[src/rtl/pcs_tx_gearbox_ctrl.sv]
// pcs_tx_gearbox_ctrl
//   Sequencer for the PCS TX path into the GTY 64b/66b synchronous gearbox.
//   It waits for the GTY reset-done plus a settle delay, then runs the TX
//   sequence counter. It also qualifies the header and data beats, and
//   back-pressures the encoder/scrambler on gearbox pause cycles.
//
//   Handshake: o_pcs_tx_ready is a zero-latency accept. The beat that upstream
//   presents in a cycle with o_pcs_tx_ready=1 is consumed by the gearbox in that
//   same cycle. While ready=0, upstream holds its data and its scrambler state.
//   o_pcs_tx_ready always equals o_tx_data_valid.
//
// Parameters
//   DATA_WIDTH  64 or 32. With 32, each 66b block spans two data beats.
//   SEQ_MAX     Sequence wrap value, 1..63. The beat with seq==SEQ_MAX is a pause.
//   INIT_DELAY  Number of settle cycles after i_gty_tx_rdy rises (>=1).
//
// Ports
//   i_clk            PCS TX clock (TXUSRCLK2 domain)
//   i_reset          synchronous, active-high reset
//   i_gty_tx_rdy     GTY TX reset-done; may drop at any time
//   o_tx_sequence    GTY TXSEQUENCE
//   o_tx_hdr_valid   sync header on this beat is valid
//   o_tx_data_valid  data beat consumed by the gearbox this cycle
//   o_pcs_tx_ready   accept strobe to the encoder/scrambler
//   o_running        high while in RUN
//   o_state          debug view of the FSM state (0 WAIT_RDY, 1 SETTLE, 2 RUN)
module pcs_tx_gearbox_ctrl #(
  parameter int DATA_WIDTH = 64,
  parameter int SEQ_MAX    = 32,
  parameter int INIT_DELAY = 16
) (
  input  logic       i_clk,
  input  logic       i_reset,
  input  logic       i_gty_tx_rdy,
  output logic [5:0] o_tx_sequence,
  output logic       o_tx_hdr_valid,
  output logic       o_tx_data_valid,
  output logic       o_pcs_tx_ready,
  output logic       o_running,
  output logic [1:0] o_state
);

  generate
    if (SEQ_MAX < 1 || SEQ_MAX > 63) begin : g_bad_seq_max
      $error("pcs_tx_gearbox_ctrl: SEQ_MAX must be in 1..63");
    end
    if (DATA_WIDTH != 64 && DATA_WIDTH != 32) begin : g_bad_width
      $error("pcs_tx_gearbox_ctrl: DATA_WIDTH must be 32 or 64");
    end
    if (INIT_DELAY < 1) begin : g_bad_delay
      $error("pcs_tx_gearbox_ctrl: INIT_DELAY must be >= 1");
    end
  endgenerate

  localparam bit                IS_32    = (DATA_WIDTH == 32);
  localparam int                CNT_W    = (INIT_DELAY > 1) ? $clog2(INIT_DELAY) : 1;
  localparam logic [CNT_W-1:0]  CNT_LAST = CNT_W'(INIT_DELAY - 1);
  localparam logic [5:0]        SEQ_LAST = 6'(SEQ_MAX);

  typedef enum logic [1:0] {
    WAIT_RDY = 2'd0,
    SETTLE   = 2'd1,
    RUN      = 2'd2
  } state_t;

  state_t           state_q, state_d;
  logic [CNT_W-1:0] cnt_q, cnt_d;
  logic             phase_q, phase_d;   // 32b only: 0 = first half of a block
  logic [5:0]       seq_d;
  logic             dv_d, hdr_d;

  // The next-state logic also computes next-cycle outputs, so every output is
  // a flop. Leaving RUN takes the zero defaults, which means no partial block
  // is completed.
  always_comb begin
    state_d = state_q;
    cnt_d   = cnt_q;
    seq_d   = 6'd0;
    phase_d = 1'b0;
    case (state_q)
      WAIT_RDY: begin
        if (i_gty_tx_rdy) begin
          state_d = SETTLE;
          cnt_d   = '0;
        end
      end
      SETTLE: begin
        if (!i_gty_tx_rdy) begin
          state_d = WAIT_RDY;
        end else if (cnt_q == CNT_LAST) begin
          state_d = RUN;              // first RUN beat: seq 0, phase 0
        end else begin
          cnt_d = cnt_q + 1'b1;
        end
      end
      RUN: begin
        if (!i_gty_tx_rdy) begin
          state_d = WAIT_RDY;
        end else begin
          seq_d = (o_tx_sequence == SEQ_LAST) ? 6'd0 : o_tx_sequence + 6'd1;
          // The phase advances only on consumed beats, so a pause that falls
          // between the two halves of a block does not split the header.
          phase_d = (IS_32 && o_tx_data_valid) ? ~phase_q : phase_q;
        end
      end
      default: state_d = WAIT_RDY;
    endcase
    dv_d  = (state_d == RUN) && (seq_d != SEQ_LAST);
    hdr_d = dv_d && (!IS_32 || !phase_d);
  end

  always_ff @(posedge i_clk) begin
    if (i_reset) begin
      state_q         <= WAIT_RDY;
      cnt_q           <= '0;
      phase_q         <= 1'b0;
      o_tx_sequence   <= 6'd0;
      o_tx_hdr_valid  <= 1'b0;
      o_tx_data_valid <= 1'b0;
      o_pcs_tx_ready  <= 1'b0;
      o_running       <= 1'b0;
    end else begin
      state_q         <= state_d;
      cnt_q           <= cnt_d;
      phase_q         <= phase_d;
      o_tx_sequence   <= seq_d;
      o_tx_hdr_valid  <= hdr_d;
      o_tx_data_valid <= dv_d;
      o_pcs_tx_ready  <= dv_d;
      o_running       <= (state_d == RUN);
    end
  end

  assign o_state = state_q;

endmodule
[config.mk]
export PLATFORM = sky130hd
export DESIGN_NAME = pcs_tx_gearbox_ctrl
export DESIGN_NICKNAME = d
export VERILOG_FILES = /design/src/rtl/pcs_tx_gearbox_ctrl.sv
export SDC_FILE = /design/constraint.sdc
export NUM_CORES = 1
export LEC_CHECK = 0
export BUFFER_PORTS_ARGS = -buffer_cell sky130_fd_sc_hd__buf_2
export CORE_MARGIN = 4
export CORE_UTILIZATION = 45
export DETAILED_ROUTE_END_ITERATION = 10
export PLACE_DENSITY = 0.79
export SETUP_SLACK_MARGIN = 0.15
export SLEW_MARGIN = 20
export SYNTH_ARGS = -nofsm -noshare
export SYNTH_HDL_FRONTEND = slang
export SYNTH_SLANG_ARGS = --single-unit
[constraint.sdc]
create_clock -name i_clk -period 1.7 [get_ports i_clk]
set_clock_uncertainty 0.1 [all_clocks]
set_input_delay 0.085 -clock i_clk [delete_from_list [all_inputs] [get_ports i_clk]]
set_output_delay 0.085 -clock i_clk [all_outputs]
set_load 0.02 [all_outputs]
======== Yosys cells after proc, flatten, opt, wreduce, memory -nomap -nowiden ========
Cells that the tools add are included.
cells by class
  equality and inequality tests ........... 9
  reduce and logical (&&, ||, !) cells .... 4
  mux-type cells .......................... 12
  add/sub/neg operators ................... 2
operators by type and width
  operator                                              number
  two-way mux 6 bit                                     3
  two-way mux 4 bit                                     3
  two-way mux 2 bit                                     4
  case mux 4 bit (2 select lines)                       1
  adder 6 x 1 -> 6 bit (second input constant)          1
  equality test 6 bit (second input constant)           1
  inequality test 2 bit (second input constant)         3
  inequality test 6 bit (second input constant)         1
  case mux 2 bit (3 select lines)                       1
  adder 4 x 1 -> 4 bit (second input constant)          1
  equality test 2 bit (second input constant)           2
  equality test 4 bit (second input constant)           1
  AND reduction 4 bit                                   1
  equality test 2 x 1 -> 1 bit (second input constant)  1
  zero test 2 bit                                       1
  nonzero test 2 bit                                    1
  logical AND 1 bit                                     1
word-level totals
  input bits .............................. 3
  output and inout bits ................... 12
  bits in registers ....................... 14

======== Depth between registers and ports, before layout ========
  word-level depth ........................ 6
  depth in mapped cells ................... 5

======== Worst setup path before layout ========
OpenSTA, ideal clock, no wires.
  kind .................................... reg-to-reg
  start ................................... register o_tx_sequence[0]
  end ..................................... register o_pcs_tx_ready
  stages on the path, launching flop included .. 6
  buffers on the path ..................... 0
  data arrival time ....................... 1.556 ns
  slack ................................... -0.076 ns
  period minus slack after synthesis ...... 1.776 ns
  cells stage by stage .................... dfxtp_1 inv_1 ha_1 a2111oi_2 o21ai_0 o31a_1
between the ends
  longest elaborated chain between the ends .. 6
  elaborated cells between the ends (all ways) .. 7
RTL lines
  item                                                                line  source
  start, declared                                                     35    output logic [5:0] o_tx_sequence,
  start signal, assigned                                              126   o_tx_sequence <= seq_d;
  adder 6 x 1 -> 6 bit / equality test 6 bit (equally long branches)  100   seq_d = (o_tx_sequence == SEQ_LAST) ? 6'd0 : o_tx_sequence + 6'd1;
  two-way mux 6 bit (*)                                               100
  two-way mux 6 bit (*)                                               97    if (!i_gty_tx_rdy) begin
  two-way mux 6 bit (*)                                               80    case (state_q)
  inequality test 6 bit (*)                                           108   dv_d = (state_d == RUN) && (seq_d != SEQ_LAST);
  logical AND 1 bit (*)                                               108
  end signal, assigned                                                129   o_pcs_tx_ready <= dv_d;
  end, declared                                                       38    output logic o_pcs_tx_ready,
Mark *: on every way between the ends. The rest lies on a longest branch, timed or not.
A chain may end at the register's enable or synchronous reset.

======== Worst setup path after layout ========
  start ................................... register cnt_q[0]
  end ..................................... register o_pcs_tx_ready
between the ends
  longest elaborated chain between the ends .. 6
RTL lines
  item                             line  source
  start, declared                  67    logic [CNT_W-1:0] cnt_q, cnt_d;
  start signal, assigned           124   cnt_q <= cnt_d;
  equality test 4 bit              90    end else if (cnt_q == CNT_LAST) begin
  two-way mux 2 bit                90
  two-way mux 2 bit                88    if (!i_gty_tx_rdy) begin
  case mux 2 bit (3 select lines)  80
  equality test 2 bit              108
  logical AND 1 bit                108
No other way between the ends.

==> run summary <==
The run finished with clean final reports. The sequential element share of the synthesized area is 0.419. The critical path contains buffers and inverters numbering 0 combined. The fraction of the cycle the final worst path needs was 0.875; the post-route cell area was 870 um2. The tree is rooted in a sky130_fd_sc_hd__clkbuf_4. After the first detailed-routing iteration, the DRC count stood at 6. Entering global routing, the biggest net connects 10 pins. The startpoint identified for the worst hold timing path is i_reset. For the final routed database, the setup TNS stands at 0 ns. On the critical path the largest part of the delay comes from flip-flops. The tools report the worst path setup slack after routing as 0.213 ns. After clock tree synthesis, the clock-pin slew on the worst setup and hold paths is 0.08 ns.

The length of the first detailed-routing pass in iterations came out at 4. Walking the worst path, the cells encountered are ha_2 -> nand4_4 -> mux2_4 -> nor3b_4 -> o31a_1. The number of antenna violations at the first check in global routing is 0, and the number of global-route vias before repair is 527. The final global-route overflow total is 0. In the routed design, unresolved DRC markers number 0.

Setup repair after global routing could not meet its margin everywhere. The largest single stage delay on the critical path is 0.35 ns. The startpoint identified for the worst register-to-register timing path is cnt_q[0]. The run gives 0 as the count of inserted antenna diode cells. The synthesized area per cell is 9.83 um2. The upper clock frequency limit is 0.672 GHz. The final hold violation count is 0. For the maximum level of the CTS H-tree, the log shows 1. Using the TritonRoute via totals, the vias-per-cell ratio works out to 5.42. The overall fraction of global-route tracks in use is 0.140, and the share of Yosys cell area claimed by the top area cell type is 0.419.

At the worst endpoint, the arrival time is 1.62 ns. The placed instance count is 94, and the distinct cell type count of the synthesized netlist is 25. The run gives 1350 um2 as the area of the core.

The die outline width is 46.5 um, and the synthesized net count is 74. During placement, the flow inserted port buffers numbering 14. By area the synthesized netlist is led by sky130_fd_sc_hd__dfxtp_1, sky130_fd_sc_hd__xor2_1, sky130_fd_sc_hd__ha_1. For the count of nets left with antenna violations after detail routing, the log shows 0. Count of pins over their slew limit: 0. The final weighted congestion in routability-driven placement is 0.780, and the count of warnings emitted by yosys is 0.

The clock reaches the later pin of the worst-skew pair after 0.27 ns. In this run the worst hold path is classified as in -> reg. Wires add up to 1.35 mm.

The number of placed I/O pins is 15. The worst setup path is launched from a flop. TritonCTS built the clock tree. The logs give 0.546 mW for the total power and 0.136 ns for the minimum setup slack after placement. The worst setup path is captured at a flop. The count of clock tree sinks is 14, and the die outline area is 2170 um2. The tools report the total via count after detailed routing as 564. Detailed placement ended at an HPWL of 943 um.

Measured along the y axis, the die boundary spans 46.5 um. For the headroom to the max-slew limit, the log shows 0.824. The starting utilization of the core area is 0.495, and the shortest period the worst path allows is 1.49 ns. The post-synth design cell area is 668 um2, and the clock buffer count from CTS is 3. The library cell with the largest summed area after synthesis was sky130_fd_sc_hd__dfxtp_1. Along the worst path, the maximum fanout reaches 5. Setup violations remaining at the end of the flow were counted as 0. The share of layout cells above drive strength 1 is 0.416. For the site row count, the log shows 13.

After detailed routing, the average wire length per cell comes to 13.0 um. For the pin with the worst max-slew slack, the measured transition is 0.264 ns. The run gives 104 as the count of non-filler cells in the finished layout. For this design the static power due to leakage is 0.366 nW. At the worst endpoint, the required time is 1.83 ns. For this run, the post-layout net count is 96. The power density relative to cell area works out to 628 nW/um2. Tracing the worst setup path back leads to its startpoint at cnt_q[0]. Across the VDD grid, the largest voltage drop is 0.451 mV.

The longest clock path from root to sink contains 2 buffers. By startpoint and endpoint, the worst setup path is classified as reg -> reg. The number of storage elements in the synthesis netlist came out at 14. In this run the cell area measured after placement is 744 um2. The logs give 0.644 for the core utilization of the finished layout and 2.10 mm for the wire length of the first global-routing pass. Synthesis produced 68 cells. The synthesis-to-layout area growth was 30.1%; the max-capacitance violation count was 0. The worst-case hold slack is 0.00670 ns. The critical-path cell with the highest stage delay is sky130_fd_sc_hd__dfxtp_2.
==> synth_stat cells <==
master	n
sky130_fd_sc_hd__buf_4	4
sky130_fd_sc_hd__mux2_4	1
sky130_fd_sc_hd__dfxtp_1	14
sky130_fd_sc_hd__a21oi_1	2
sky130_fd_sc_hd__nand2_1	3
sky130_fd_sc_hd__o31a_1	1
sky130_fd_sc_hd__a32oi_1	1
sky130_fd_sc_hd__nand3b_1	1
sky130_fd_sc_hd__o21ai_0	1
sky130_fd_sc_hd__or2_2	1
sky130_fd_sc_hd__nor2b_1	1
sky130_fd_sc_hd__and3_1	2
sky130_fd_sc_hd__xor2_1	6
sky130_fd_sc_hd__nand4_2	1
sky130_fd_sc_hd__xnor2_1	2
sky130_fd_sc_hd__nor2_1	7
sky130_fd_sc_hd__a311o_1	1
sky130_fd_sc_hd__inv_1	2
sky130_fd_sc_hd__nand4_1	1
sky130_fd_sc_hd__a2111oi_2	1
sky130_fd_sc_hd__nor3b_4	1
sky130_fd_sc_hd__nor3b_1	3
sky130_fd_sc_hd__nor3_1	3
sky130_fd_sc_hd__ha_1	3
sky130_fd_sc_hd__nand3_1	5
==> cell type report <==
type                       instances  area, um2
inverter                           2       10.0
sequential                        14        290
clock inverter                     1       3.75
clock buffer                       3       22.5
multi-input combinational         48        399
fill                             112        480
tap                               15       18.8
timing repair buffer              21        125
==> flip-flops by register name (all words and copies together) (netlist names) <==
signal          count
o_tx_sequence       6
o_state             2
cnt_q               4
o_pcs_tx_ready      1
o_running           1
==> logic make-up (layout without fill, tap and decap cells) <==
| family | Yosys count | after routing | share of synthesized area |
|---|---|---|---|
| buf+inv | 6 | 27 | 0.0562 |
| simple gates | 29 | 29 | 0.255 |
| flops | 14 | 14 | 0.419 |
| compound gates | 7 | 7 | 0.0861 |
| fa+ha+maj | 3 | 3 | 0.0562 |
| mux | 1 | 1 | 0.0225 |
| xor+xnor | 8 | 8 | 0.105 |
==> repair_timing <==
action | in CTS | in global routing
hold endpoints to repair | 0 | 1
hold buffers | 0 | 1
pin swaps | 0 | 2
cloned | 0 | 0
resized for setup | 2 | 7
setup endpoints to repair | 1 | 1
setup buffers | 3 | 2
==> per-layer routing <==
layer / global-route usage / vias to the layer above / wire length (um) / part of all wire
met1: 0.166 / 265 / 625 / 0.46
met2: 0.220 / 14 / 635 / 0.47
met5: 0 / - / 0 / 0
met4: 0.0909 / 0 / 22 / 0.016
met3: 0.0352 / 4 / 64 / 0.047
li1: - / 281 / - / -
==> power breakdown <==
part / internal [mW] / leakage [nW] / switching, mW / total [mW]
logic: 0.0113 / 0.235 / 0.0141 / 0.0254
registers: 0.328 / 0.116 / 0.00422 / 0.332
clock network: 0.0851 / 0.0154 / 0.103 / 0.188
==> cells in the final DEF, fill, tap and decap left out, drive strengths merged <==
cell type / count
nor2b: 1
nor3b: 4
a21oi: 2
a311o: 1
dfxtp: 14
dlygate4sd3: 1
ha: 3
a32oi: 1
inv: 2
mux2: 1
buf: 20
nand4: 2
a2111oi: 1
nor3: 3
o31a: 1
nor2: 7
nand3b: 1
nand3: 5
nand2: 3
or2: 1
xnor2: 2
and3: 2
clkbuf: 3
xor2: 6
clkinv: 1
o21ai: 1
==> path summary, 6_finish.rpt <==
| kind | endpoint | slack, ns | cells past startpoint |
|---|---|---|---|
| max | o_pcs_tx_ready | 0.21 | 5 |
| min | cnt_q[1] | 0.007 | 2 |
| max reg2reg | o_pcs_tx_ready | 0.21 | 5 |
| min reg2reg | cnt_q[1] | 0.37 | 2 |
(Power assumes the default switching activity.)
